## src/rtl/ks_adder_arbiter.sv

```systemverilog
// ks_adder_arbiter: shares one fixed-latency pipelined adder among NREQ requesters with per-requester credits.
// Optional macro KS_ARB_RR_EN selects round-robin arbitration; when undefined, the lowest eligible index wins.
module ks_adder_arbiter #(
    parameter int NREQ    = 4,
    parameter int WIDTH   = 64,
    parameter int LAT     = 3,
    parameter int MAX_OUT = 2,
    localparam int IDW    = $clog2(NREQ),
    localparam int CW     = $clog2(MAX_OUT + 1)
) (
    input  logic                  clk,
    input  logic                  rst_n,
    input  logic [NREQ-1:0]       req_valid,
    output logic [NREQ-1:0]       req_ready,
    input  logic [NREQ*WIDTH-1:0] req_a,
    input  logic [NREQ*WIDTH-1:0] req_b,
    input  logic [NREQ-1:0]       req_cin,
    output logic [WIDTH-1:0]      add_a,
    output logic [WIDTH-1:0]      add_b,
    output logic                  add_cin,
    input  logic [WIDTH-1:0]      add_sum,
    input  logic                  add_cout,
    output logic [NREQ-1:0]       rsp_valid,
    output logic [IDW-1:0]        rsp_id,
    output logic [WIDTH-1:0]      rsp_sum,
    output logic                  rsp_cout,
    output logic                  busy
);

    localparam logic [CW-1:0] MAX_C = CW'(MAX_OUT);

    logic [WIDTH-1:0] r_add_a, r_add_b;
    logic             r_add_cin;
    logic [LAT:0]     r_vld_sh;
    logic [IDW-1:0]   r_id_sh [LAT+1];
    logic [NREQ-1:0]  r_rsp_valid;
    logic [IDW-1:0]   r_rsp_id;
    logic [WIDTH-1:0] r_rsp_sum;
    logic             r_rsp_cout;
    logic [CW-1:0]    r_credit [NREQ];

    logic [CW-1:0]    w_cred_eff [NREQ];
    logic [NREQ-1:0]  w_elig;
    logic [NREQ-1:0]  w_grant;
    logic             w_any;
    logic [IDW-1:0]   w_gnt_id;
    logic [WIDTH-1:0] w_op_a, w_op_b;
    logic             w_op_cin;
    int               w_base;

`ifdef KS_ARB_RR_EN
    logic [IDW-1:0]   r_ptr;
    assign w_base = int'(r_ptr);
`else
    assign w_base = 0;
`endif

    // A response leaving this cycle returns its credit immediately, so a requester at its
    // limit can be re-granted in the same cycle its result comes back (credit unchanged).
    always_comb begin
        for (int i = 0; i < NREQ; i++) begin
            w_cred_eff[i] = r_credit[i] - CW'(r_rsp_valid[i]);
            w_elig[i]     = rst_n && req_valid[i] && (w_cred_eff[i] < MAX_C);
        end
    end

    // Handshake: a request transfers in a cycle where req_valid[i] && req_ready[i]; req_ready is
    // one-hot, recomputed every cycle, and never waits on anything but credits and arbitration.
    always_comb begin
        w_grant  = '0;
        w_gnt_id = '0;
        for (int k = 0; k < NREQ; k++) begin
            if (w_grant == '0 && w_elig[(w_base + k) % NREQ]) begin
                w_grant[(w_base + k) % NREQ] = 1'b1;
                w_gnt_id = IDW'((w_base + k) % NREQ);
            end
        end
    end

    assign w_any     = |w_grant;
    assign req_ready = w_grant;

    always_comb begin
        w_op_a   = '0;
        w_op_b   = '0;
        w_op_cin = 1'b0;
        for (int i = 0; i < NREQ; i++) begin
            if (w_grant[i]) begin
                w_op_a   = req_a[i*WIDTH +: WIDTH];
                w_op_b   = req_b[i*WIDTH +: WIDTH];
                w_op_cin = req_cin[i];
            end
        end
    end

    always_ff @(posedge clk) begin
        if (!rst_n) begin
            r_add_a     <= '0;
            r_add_b     <= '0;
            r_add_cin   <= 1'b0;
            r_vld_sh    <= '0;
            r_rsp_valid <= '0;
            r_rsp_id    <= '0;
            r_rsp_sum   <= '0;
            r_rsp_cout  <= 1'b0;
            for (int k = 0; k <= LAT; k++) r_id_sh[k] <= '0;
            for (int i = 0; i < NREQ; i++) r_credit[i] <= '0;
`ifdef KS_ARB_RR_EN
            r_ptr       <= '0;
`endif
        end else begin
            // Operands hold when idle so the adder inputs do not toggle needlessly.
            if (w_any) begin
                r_add_a   <= w_op_a;
                r_add_b   <= w_op_b;
                r_add_cin <= w_op_cin;
            end
            // The adder cannot stall, so the shadow pipeline shifts every cycle.
            r_vld_sh   <= {r_vld_sh[LAT-1:0], w_any};
            r_id_sh[0] <= w_gnt_id;
            for (int k = 1; k <= LAT; k++) r_id_sh[k] <= r_id_sh[k-1];
            r_rsp_valid <= r_vld_sh[LAT] ? ({{(NREQ-1){1'b0}}, 1'b1} << r_id_sh[LAT]) : '0;
            r_rsp_id    <= r_id_sh[LAT];
            r_rsp_sum   <= add_sum;
            r_rsp_cout  <= add_cout;
            for (int i = 0; i < NREQ; i++) begin
                case ({w_grant[i], r_rsp_valid[i]})
                    2'b10:   r_credit[i] <= r_credit[i] + 1'b1;
                    2'b01:   r_credit[i] <= r_credit[i] - 1'b1;
                    default: r_credit[i] <= r_credit[i];
                endcase
            end
`ifdef KS_ARB_RR_EN
            if (w_any) r_ptr <= (w_gnt_id == IDW'(NREQ - 1)) ? '0 : w_gnt_id + 1'b1;
`endif
        end
    end

    assign add_a     = r_add_a;
    assign add_b     = r_add_b;
    assign add_cin   = r_add_cin;
    assign rsp_valid = r_rsp_valid;
    assign rsp_id    = r_rsp_id;
    assign rsp_sum   = r_rsp_sum;
    assign rsp_cout  = r_rsp_cout;
    assign busy      = (|r_vld_sh) | (|r_rsp_valid);

endmodule

```

## config.mk

```make
export PLATFORM = sky130hd
export DESIGN_NAME = ks_adder_arbiter
export DESIGN_NICKNAME = d
export VERILOG_FILES = /design/src/rtl/ks_adder_arbiter.sv
export SDC_FILE = /design/constraint.sdc
export NUM_CORES = 1
export LEC_CHECK = 0
export ABC_AREA = 1
export CELL_PAD_IN_SITES_DETAIL_PLACEMENT = 0
export CELL_PAD_IN_SITES_GLOBAL_PLACEMENT = 1
export CORE_AREA = 2 2 306 308
export CTS_CLUSTER_DIAMETER = 150
export DETAILED_ROUTE_END_ITERATION = 10
export DIE_AREA = 0 0 308 310
export DONT_BUFFER_PORTS = 1
export PLACE_DENSITY = 0.43
export RECOVER_POWER = 25
export SYNTH_ARGS = -nofsm -noshare
export SYNTH_HDL_FRONTEND = slang
export SYNTH_SLANG_ARGS = --single-unit
```

## constraint.sdc

```tcl
create_clock -name clk -period 2.3 [get_ports clk]
set_input_delay 0.345 -clock clk [delete_from_list [all_inputs] [get_ports clk]]
set_output_delay 0.345 -clock clk [all_outputs]
set_load 0.1 [all_outputs]
```

==> flow_summary_export.csv, run 1 <==
group,metric,value,unit
status,status,"finished clean",
grt,grt_pass1_vias,13600,
route,routed_wl,59400,um
sta,clock_skew,0.0249,ns
synth,synth_common_cells,"nand2_1, nor2_1, inv_1",
floorplan,fp.dieH,310,um
placed_design,io_buffers,0,
placed_design,hpwlAfterDp,42200,um
clock_network,clk_pin_slew_worst_paths,0.06,ns
route,wl_per_cell,16.0,um
synth,avgSynthCellArea,6.20,um^2
setup_path,path_delay_family,"buffers and inverters",
synth,yosysWarnings,0,
min_path,hold_depth,4,
floorplan,core,0.0925,mm^2
sta,worst_hold_slack,0.0179,ns
placed_design,placed_area,0.0137,mm^2
setup_path,cp_data_arrival_time,1.93,ns
grt,antenna_found_initial,9,
setup_path,crit_chain,"buf_4 > nand2_2 > nand3_2 > buf_4 > nand3_4 > clkinvlp_4 > buf_8",
finish,syn_to_final_growth,93.6,%
clock_network,htree_levels,1,
route,num_vias,13600,
sta,period_share,99.0,%
grt,grt_overflow_total,0,
placed_design,gp_congestion,0.821,
sta,timing.slew.headroom,67.9,%
sta,finalHoldViolations,0,
setup_path,worstPathMaxFanout,3,
sta,fin_crit,2.28,ns
power_and_ir_drop,leakage,10.3,nW
synth,synth.most_common_cell,"nand2_1",
setup_path,rr_worst_depth,14,
synth,netlist.top_cell.by_area,"dfxtp_1",
sta,setup_violations,0,
setup_path,crit_type,"flop to output pin",
finish,drive_above_1_share,13.8,%
synth,synth_seq_area_share,41.9,%
sta,setup_tns,0,ns
setup_path,critPathMostFrequentCell,"buf_4",
synth,synth_fp_nets,2323,
clock_network,clkLatencyLatePin,0.63,ns
route,postRouteAntennaNets,0,
setup_path,critical_path_buf_inv_count,4,
grt,grt_pass1_wl,81300,um
sta,maxSlewViolCount,0,
setup_path,cp.depth,7,
job,cap_violations,0,
setup_path,critPathRequiredTime,1.96,ns
finish,stdcell_area,0.0207,mm^2
grt,track_usage,11.3,%
synth,ys_types,30,
setup_path,crit_path_start_kind,"flop",
setup_path,end_kind,"output pin",
power_and_ir_drop,peakVddDrop,0.619,mV
grt,grt_max_degree,81,
sta,tightestPinTransition,0.480,ns
floorplan,rows,112,
route,drtIter0Drc,631,
synth,synth.top_cell.area_share,39.6,%
synth,synth-edff-count,8,
sta,fmaxAchievable,0.439,GHz
floorplan,initial_core_util,11.6,%
placed_design,dp.cells,3077,
route,drtPass1Iterations,5,
floorplan,die_area,0.0955,mm^2
floorplan,ios,792,
floorplan,fp.dieW,308,um
route,vias_per_cell,3.67,
clock_network,numCtsBuffers,31,
synth,ys_async_sr_fraction,0,%
synth,syn_area,0.0107,mm^2
route,drc,0,
synth,ys_ff_latch,220,
synth,synth_ff_type,"dfxtp_1",
power_and_ir_drop,finalPower,15.6,mW
clock_network,cts_tree,"done",
min_path,hp-class,"input port to flop",
clock_network,cts.sinks,220,
setup_path,crit_slowest_cell,"edfxtp_1",
clock_network,clk_path_buf_depth,3,
finish,layout.cells.non_filler,3712,
synth,syn_inst,1728,
setup_path,slowest_delay,0.41,ns
power_and_ir_drop,power.density,752,mW/mm^2
clock_network,root_buffer,"clkbuf_16",
finish,fin_nets,3084,
synth,yosys-top-cells-area,"dfxtp_1, nand2_1, nor2_1",
sta,rsz0062_at_grt,"true",
area by class of cell:
class,count,area [um^2]
Timing Repair Buffer,806,7750
Clock buffer,38,832
Inverter,244,935
Clock inverter,19,241
Tap cell,1197,1500
Antenna cell,2,5.00
Sequential cell,220,4500
Multi-Input combinational cell,1186,4970
Fill cell,10100,71800
what timing repair did:
action | in CTS | in global routing
hold buffers | 554 | 0
resized for setup | 18 | 17
hold endpoints to repair | 216 | 0
setup endpoints to repair | 4 | 17
gates cloned | 3 | 0
buffers inserted | 13 | 7
pin swaps | 3 | 6
stage by stage:
stage	util (%)	setup WS, ns
after detailed placement	14.8	0.0922
after global placement	14.8	0.137
final	22.4	0.0239
after CTS	22.3	-0.108
after global routing	22.4	-0.0954
after floorplan	-	-0.0972
worst paths after layout:
path | startpoint | endpoint | slack [ns]
setup / recovery | r_credit[1][1] | req_ready[2] | 0.02
hold reg to reg | r_id_sh[0][0] | r_id_sh[1][0] | 0.41
setup reg to reg | r_credit[0][0] | add_a[24] | 0.10
hold / removal | req_b[23] | add_b[23] | 0.02
report_power, final:
| part | switching, mW | internal, mW |
|---|---|---|
| clock network | 2.01 | 3.12 |
| logic | 4.37 | 1.62 |
| registers | 0.189 | 4.27 |
| total | 6.57 | 9.01 |
cell usage in the layout (no fill, tap or decap), types with 4 or more instances in the layout:
| cell | count |
|---|---|
| nand2_1 | 730 |
| dlygate4sd3_1 | 553 |
| nor2_1 | 261 |
| inv_1 | 232 |
| buf_4 | 232 |
| dfxtp_1 | 208 |
| nand3_1 | 138 |
| clkbuf_16 | 32 |
| inv_2 | 8 |
| buf_12 | 8 |
| edfxtp_1 | 8 |
| ha_1 | 6 |
| clkinv_1 | 5 |
| bufinv_16 | 5 |
| buf_16 | 5 |
| nand4_1 | 4 |
| xnor2_1 | 4 |
| or2_2 | 4 |
| clkbuf_1 | 4 |
| clkinv_2 | 4 |
| dfxtp_4 | 4 |
layer usage:
layer	vias up	routed length [um]	global-route usage (%)	part of all wire, %
li1	6633	-	-	-
met1	6209	22100	11.9	37
met2	625	28700	20.0	48
met3	128	5720	4.33	9.6
met4	12	2850	5.46	4.8
met5	-	81	0	0.14
state kept, by name (all words and copies together) (netlist names):
name / count
add_a: 64
add_b: 64
rsp_sum: 64
r_credit: 8
r_id_sh: 8
r_vld_sh: 4
rsp_valid: 4
rsp_id: 2
add_cin: 1
rsp_cout: 1
logic make-up after synthesis:
| logic type | synth area share [%] |
|---|---|
| flops | 41.9 |
| simple gates | 43.3 |
| buf+inv | 12.8 |
| compound gates | 0.608 |
| fa+ha+maj | 0.935 |
| xor+xnor | 0.409 |
worst reg2reg max path, cell delays in order, from the launching register on:
cell and delay (ns):
edfxtp_1 0.42, inv_2 0.09, nand2_2 0.05, nand2_2 0.07, nand3_4 0.13, buf_4 0.20, inv_6 0.06, buf_12 0.10
buf_4 0.24, buf_4 0.22, nand2_1 0.06, nand2_1 0.20, nor2_1 0.07, buf_4 0.16, nand3_1 0.08
No activity file was read; power rests on OpenSTA's default activity.
==> run 2: changes to the inputs <==
Settings changed: ABC_AREA 1 to not set, CORE_AREA 2 2 306 308 to 2 2 307 309, DIE_AREA 0 0 308 310 to 0 0 309 311, PLACE_DENSITY 0.43 to 0.39.
==> run 2 against run 1 <==
  * The run now fails in 4_1_cts
  * Synthesized area shrank 11%
  * Synthesized cell count decreased by 50%
==> flow_summary_export.csv, run 2 <==
group,metric,value,unit
status,status,"stopped before the end",
status,haltStage,"4_1_cts",
status,stop_error,"[ERROR RSZ-0060] Max buffer count reached.",
synth,netlist.top_cell.by_area,"dfxtp_1",
synth,syn_area,0.00949,mm^2
floorplan,ios,792,
synth,syn_inst,865,
placed_design,hpwlAfterDp,35300,um
clock_network,clk_path_buf_depth,3,
placed_design,gp_congestion,0.796,
placed_design,placed_area,0.0127,mm^2
clock_network,cts.sinks,220,
synth,ys_ff_latch,220,
synth,synth_common_cells,"a22o_1, dfxtp_1, a221o_1",
synth,yosysWarnings,0,
floorplan,rows,112,
clock_network,cts_setup_buffers,14,
clock_network,cts_resized,19,
synth,synth-edff-count,8,
synth,synth.most_common_cell,"a22o_1",
synth,ys_types,32,
placed_design,io_buffers,0,
synth,synth_ff_type,"dfxtp_1",
clock_network,numCtsBuffers,29,
synth,synth.top_cell.area_share,44.7,%
synth,yosys-top-cells-area,"dfxtp_1, a22o_1, a221o_1",
floorplan,fp.dieH,311,um
clock_network,cts_hold_repair.buffers,465,
clock_network,root_buffer,"clkbuf_16",
synth,synth_seq_area_share,47.3,%
floorplan,fp.dieW,309,um
floorplan,initial_core_util,10.2,%
synth,avgSynthCellArea,11.0,um^2
clock_network,htree_levels,1,
synth,synth_fp_nets,1460,
synth,ys_async_sr_fraction,0,%
## run 2: cell count changes after synthesis, moves of 36 or more
| cell | delta |
|---|---|
| inv_1 | -229 |
| a22o_1 | +258 |
| and2_1 | +77 |
| nand3_1 | -139 |
| buf_2 | -36 |
| a221o_1 | +129 |
| nand2_1 | -726 |
| clkbuf_1 | +44 |
| nor2_1 | -245 |
## run 2: metrics by stage
stage	std cells	hold slack (ns)	setup TNS [ns]	utilization, %	setup slack, ns
2_1_floorplan	865	0.412	-2.55	-	-0.379
3_3_place_gp	2252	0.423	-0.0366	13.7	-0.0366
3_5_place_dp	2252	0.422	-0.0930	13.7	-0.0930
## run 2: cell families after synthesis
kind of cell	Yosys count	synth area share, %
AOI/OAI and AO/OA	398	38.3
xor gates and xnor gates	8	0.739
adders and majority gates	8	1.06
buffers and inverters	105	5.04
DFF	220	47.3
muxes	1	0.119
and+or+nand+nor	125	7.49
==> run 3: changes to the inputs <==
Settings changed: CELL_PAD_IN_SITES_DETAIL_PLACEMENT 0 to not set, CELL_PAD_IN_SITES_GLOBAL_PLACEMENT 1 to not set, CTS_CLUSTER_DIAMETER 150 to not set, PLACE_DENSITY 0.39 to not set, PLACE_DENSITY_LB_ADDON set to 0.15.
Clock period 2.3 ns to 3 ns, I/O delays scaled along.
==> run 3 against run 2 <==
  * The flow now finishes, with violations (max-capacitance violations, max-slew violations)
  * Synthesized area did not move
  * Synthesized cell count did not move
==> flow_summary_export.csv, run 3 <==
group,metric,value,unit
setup_path,rr_worst_depth,7,
synth,synth-edff-count,8,
floorplan,fp.dieH,311,um
min_path,hp-class,"input port to flop",
sta,worst_hold_slack,0.0719,ns
synth,synth_fp_nets,1460,
synth,syn_area,0.00949,mm^2
floorplan,initial_core_util,10.2,%
grt,grt_overflow_total,0,
grt,antenna_found_initial,12,
sta,clock_skew,0.00679,ns
power_and_ir_drop,finalPower,10.6,mW
placed_design,dp.cells,2053,
floorplan,rows,112,
clock_network,htree_levels,1,
setup_path,reg2reg_slack,0.41,ns
finish,layout.cells.non_filler,2230,
route,wl_per_cell,21.0,um
finish,ff_latch_area,0.00450,mm^2
floorplan,ios,792,
synth,synth.most_common_cell,"a22o_1",
finish,syn_to_final_growth,39.2,%
setup_path,r2r-start,"rsp_valid[0]",
placed_design,hpwlAfterDp,33900,um
sta,tightestPinTransition,1.96,ns
synth,ys_types,32,
synth,netlist.top_cell.by_area,"dfxtp_1",
power_and_ir_drop,power.density,805,mW/mm^2
grt,grt_max_degree,79,
synth,yosysWarnings,0,
sta,setup_tns,0,ns
finish,drive_above_1_share,9.20,%
grt,track_usage,8.76,%
finish,fillerInstances,10400,
sta,finalHoldViolations,0,
floorplan,die_area,0.0961,mm^2
grt,grt_pass1_vias,8761,
synth,synth.top_cell.area_share,44.7,%
setup_path,cp-startpoint,"rsp_valid[1]",
clock_network,root_buffer,"clkbuf_16",
sta,maxSlewViolCount,50,
floorplan,core,0.0928,mm^2
clock_network,cts_tree,"done",
clock_network,clk_path_buf_depth,3,
power_and_ir_drop,peakVddDrop,0.416,mV
clock_network,clk_pin_slew_worst_paths,0.06,ns
finish,final_cell_mix,"a22o_1, dfxtp_1, a221o_1, dlygate4sd3_1, and2_1",
sta,period_share,94.4,%
setup_path,cp_data_arrival_time,2.38,ns
synth,syn_inst,865,
route,drtIter0Drc,502,
finish,multi_input_area,0.00457,mm^2
sta,timing.slew.headroom,-30.8,%
setup_path,critPathRequiredTime,2.55,ns
route,vias_per_cell,3.75,
finish,fin_nets,1540,
sta,setup_violations,0,
clock_network,clkLatencyLatePin,0.60,ns
synth,ys_async_sr_fraction,0,%
route,num_vias,8366,
sta,rsz0062_at_grt,"false",
synth,yosys-top-cells-area,"dfxtp_1, a22o_1, a221o_1",
route,routed_wl,46800,um
power_and_ir_drop,leakage,4.79,nW
job,cap_violations,1,
sta,fin_crit,2.83,ns
grt,grt_pass1_wl,62400,um
clock_network,numCtsBuffers,29,
min_path,hold_depth,2,
synth,avgSynthCellArea,11.0,um^2
synth,synth_seq_area_share,47.3,%
setup_path,crit_type,"flop to output pin",
setup_path,rr_endpoint,"add_a[43]",
synth,ys_ff_latch,220,
clock_network,cts.sinks,220,
min_path,min_from,"req_b[111]",
status,violations,"max-capacitance violations, max-slew violations",
finish,mostFrequentLayoutCell,"a22o_1",
sta,fmaxAchievable,0.353,GHz
synth,synth_common_cells,"a22o_1, dfxtp_1, a221o_1",
status,status,"finished with violations",
route,postRouteAntennaNets,0,
route,drtPass1Iterations,4,
floorplan,fp.dieW,309,um
placed_design,io_buffers,0,
synth,synth_ff_type,"dfxtp_1",
route,drc,0,
min_path,hold_end,"add_b[47]",
setup_path,worstPathMaxFanout,7,
setup_path,end_kind,"output pin",
setup_path,crit_path_start_kind,"flop",
placed_design,gp_congestion,0.754,
[run 3: cell counts after synthesis]
No cell type changed its count.
[run 3: per-layer routing]
metal / part of all wire [%] / global-route usage [%] / vias to the layer above
met5: 0.088 / 0 / -
met1: 36 / 8.77 / 4100
met2: 52 / 16.4 / 517
li1: - / - / 3656
met3: 7.4 / 2.40 / 87
met4: 4.5 / 4.42 / 6
[run 3: stage by stage]
step / instance area, um^2 / worst slack [ns] / util (%)
detailed placement: 11000 / 0.398 / 11.9
floorplan: 9510 / 0.0558 / -
CTS: 13200 / 0.00263 / 14.2
finish: 13200 / 0.169 / 14.2
global route: 13200 / 0.00120 / 14.2
global placement: 11000 / 0.420 / 11.9
[run 3: logic make-up (layout without fill, tap and decap cells)]
logic type	after synthesis	in the layout	share of synthesized area, %
AOI/OAI and AO/OA	398	398	38.3
DFF	220	220	47.3
and+or+nand+nor	125	125	7.49
buffers and inverters	105	207	5.04
adders and majority gates	8	8	1.06
xor gates and xnor gates	8	8	0.739
muxes	1	1	0.119
other	0	9	0
[run 3: what timing repair did]
action                                  4_1_cts  5_1_grt
gates resized for setup                       2        2
hold buffers                                110        0
endpoints found under the hold margin        92        0
setup buffers                                 0        4
pin swaps                                     0        3
cloned                                        0        1
endpoints found under the setup margin        3        3
[run 3: worst max path at each step]
stage               cells past startpoint        endpoint  slack, ns
floorplan                              10  r_credit[3][0]       0.06
global placement                        9  r_credit[2][1]       0.42
detailed placement                      6  r_credit[2][1]       0.40
CTS                                     5    req_ready[1]      0.003
global route                            6    req_ready[2]      0.001
finish                                  6    req_ready[2]       0.17
[run 3: layout make-up]
cell class              count  area share, %
diodes                      9          0.171
clock buffers              44           6.85
clock inverters             9          0.834
inverters                  11          0.369
multi-input cells         540           34.6
flip-flops and latches    220           34.1
well taps                1254           11.9
repair buffers            143           11.3
[run 3: report_power, final]
part	switching [mW]	leakage, nW	internal [mW]
sequential	2.40	1.85	3.27
clock	1.44	0.507	2.24
combinational	0.703	2.44	0.573
total	4.55	4.79	6.09
[run 3: critical path, cell delays in order, from the launching register on]
cell	delay, ns
dfxtp_4	0.55
nand2b_1	0.15
xnor2_2	0.33
a2bb2oi_4	0.26
nand2_1	0.14
clkinvlp_4	0.12
buf_6	0.22
==> run 4: changes to the inputs <==
--- a/config.mk
+++ b/config.mk
@@ -13,2 +13,3 @@
 export RECOVER_POWER = 25
+export SKIP_CTS_REPAIR_TIMING = 1
 export SYNTH_ARGS = -nofsm -noshare
--- a/constraint.sdc
+++ b/constraint.sdc
@@ -3,2 +3,2 @@
 set_output_delay 0.45 -clock clk [all_outputs]
-set_load 0.1 [all_outputs]
+set_load 0.005 [all_outputs]
==> run 4 against run 3 <==
  * The run now ends clean
  * Hold slack worse by 0.028 ns
  * Sequential share of layout area up 1.6 points
  * Non-clock buffer count decreased by 55
  * Maximum frequency up 5.9%
  * Sequential power fell by 36%
  * Worst setup slack improved by 0.16 ns
  * Wire length shrank 0.89%
==> flow_summary_export.csv, run 4 (synthesized netlist as in run 3, its figures left out) <==
group,metric,value,unit
placed_design,gp_congestion,0.781,
setup_path,crit_chain,"nand2b_1 > xnor2_2 > a2bb2oi_4 > nand2_1 > inv_1 > buf_4",
sta,maxSlewViolCount,0,
setup_path,crit_path_start_kind,"flop",
setup_path,crit_slowest_cell,"edfxtp_1",
clock_network,root_buffer,"clkbuf_16",
grt,grt_max_degree,92,
sta,setup_tns,0,ns
grt,grt_pass1_vias,8201,
setup_path,worstPathMaxFanout,7,
setup_path,critPathRequiredTime,2.55,ns
route,wl_per_cell,21.4,um
setup_path,crit_type,"flop to output pin",
clock_network,numCtsBuffers,28,
route,drtPass1Iterations,5,
sta,clock_skew,0.0156,ns
finish,mostFrequentLayoutCell,"a22o_1",
placed_design,dp.cells,2039,
route,num_vias,8018,
power_and_ir_drop,power.density,640,mW/mm^2
sta,worst_hold_slack,0.0443,ns
route,vias_per_cell,3.69,
floorplan,fp.dieH,311,um
finish,layout.cells.non_filler,2170,
min_path,hp-class,"input port to flop",
clock_network,clkLatencyLatePin,0.59,ns
clock_network,clk_pin_slew_worst_paths,0.06,ns
sta,rsz0062_at_grt,"false",
job,cap_violations,0,
finish,final_cell_mix,"a22o_1, dfxtp_1, a221o_1, dlygate4sd3_1, and2_0",
finish,syn_to_final_growth,32.4,%
finish,fillerInstances,10600,
sta,tightestPinTransition,0.892,ns
finish,final_core_util,13.5,%
setup_path,cp_data_arrival_time,2.22,ns
setup_path,slowest_delay,0.41,ns
clock_network,cts.sinks,220,
floorplan,rows,112,
grt,grt_overflow_total,0,
power_and_ir_drop,peakVddDrop,0.409,mV
power_and_ir_drop,leakage,4.49,nW
clock_network,clk_path_buf_depth,3,
sta,fin_crit,2.67,ns
floorplan,core,0.0928,mm^2
setup_path,path_delay_family,"flip-flops",
clock_network,cts_tree,"done",
floorplan,initial_core_util,10.2,%
placed_design,hpwlAfterDp,35300,um
clock_network,htree_levels,1,
finish,drive_above_1_share,7.50,%
power_and_ir_drop,finalPower,8.04,mW
setup_path,critical_path_buf_inv_count,2,
route,drtIter0Drc,514,
grt,antenna_found_initial,13,
route,drc,0,
sta,fmaxAchievable,0.374,GHz
route,postRouteAntennaNets,0,
floorplan,die_area,0.0961,mm^2
placed_design,io_buffers,0,
floorplan,fp.dieW,309,um
route,routed_wl,46400,um
grt,grt_pass1_wl,62400,um
finish,fin_nets,1484,
grt,track_usage,8.86,%
setup_path,end_kind,"output pin",
status,status,"finished clean",
floorplan,ios,792,
sta,timing.slew.headroom,40.5,%
sta,finalHoldViolations,0,
sta,setup_violations,0,
sta,period_share,89.2,%
## run 4: area by class of cell
cell class	count	area [um^2]	share of cell area [%]
sequential	220	4480	35.7
timing repair buffer	88	946	7.53
inverter	11	41.3	0.329
clock buffer	39	812	6.46
antenna	9	22.5	0.179
tap	1254	1570	12.5
multi-input combinational	540	4570	36.3
clock inverter	9	123	0.976
## run 4: power by group
group | leakage [nW] | total (mW) | internal (mW) | switching, mW
clock network | 0.460 | 3.43 | 2.05 | 1.39
logic | 2.19 | 0.985 | 0.511 | 0.474
registers | 1.85 | 3.62 | 3.28 | 0.342
## run 4: layer usage
| metal | part of all wire (%) | GRT usage, % | vias to the layer above |
|---|---|---|---|
| li1 | - | - | 3524 |
| met1 | 36 | 9.08 | 3926 |
| met2 | 53 | 16.6 | 495 |
| met3 | 8.0 | 2.30 | 67 |
| met4 | 3.5 | 4.14 | 6 |
| met5 | 0.073 | 0 | - |
## run 4: worst paths after layout
kind / startpoint / end / slack (ns) / depth (start not counted)
setup / recovery: r_credit[1][0] / req_ready[3] / 0.33 / 6
hold / removal: add_sum[2] / rsp_sum[2] / 0.04 / 1
setup reg to reg: rsp_valid[0] / add_b[0] / 0.45 / 6
hold reg to reg: r_id_sh[1][1] / r_id_sh[2][1] / 0.43 / 1
## run 4: through the flow
step	setup WS [ns]	instance area, um^2
finish	0.325	12600
detailed placement	0.391	10900
floorplan	0.515	9490
global route	0.0986	12600
global placement	0.437	10900
CTS	0.0765	11800
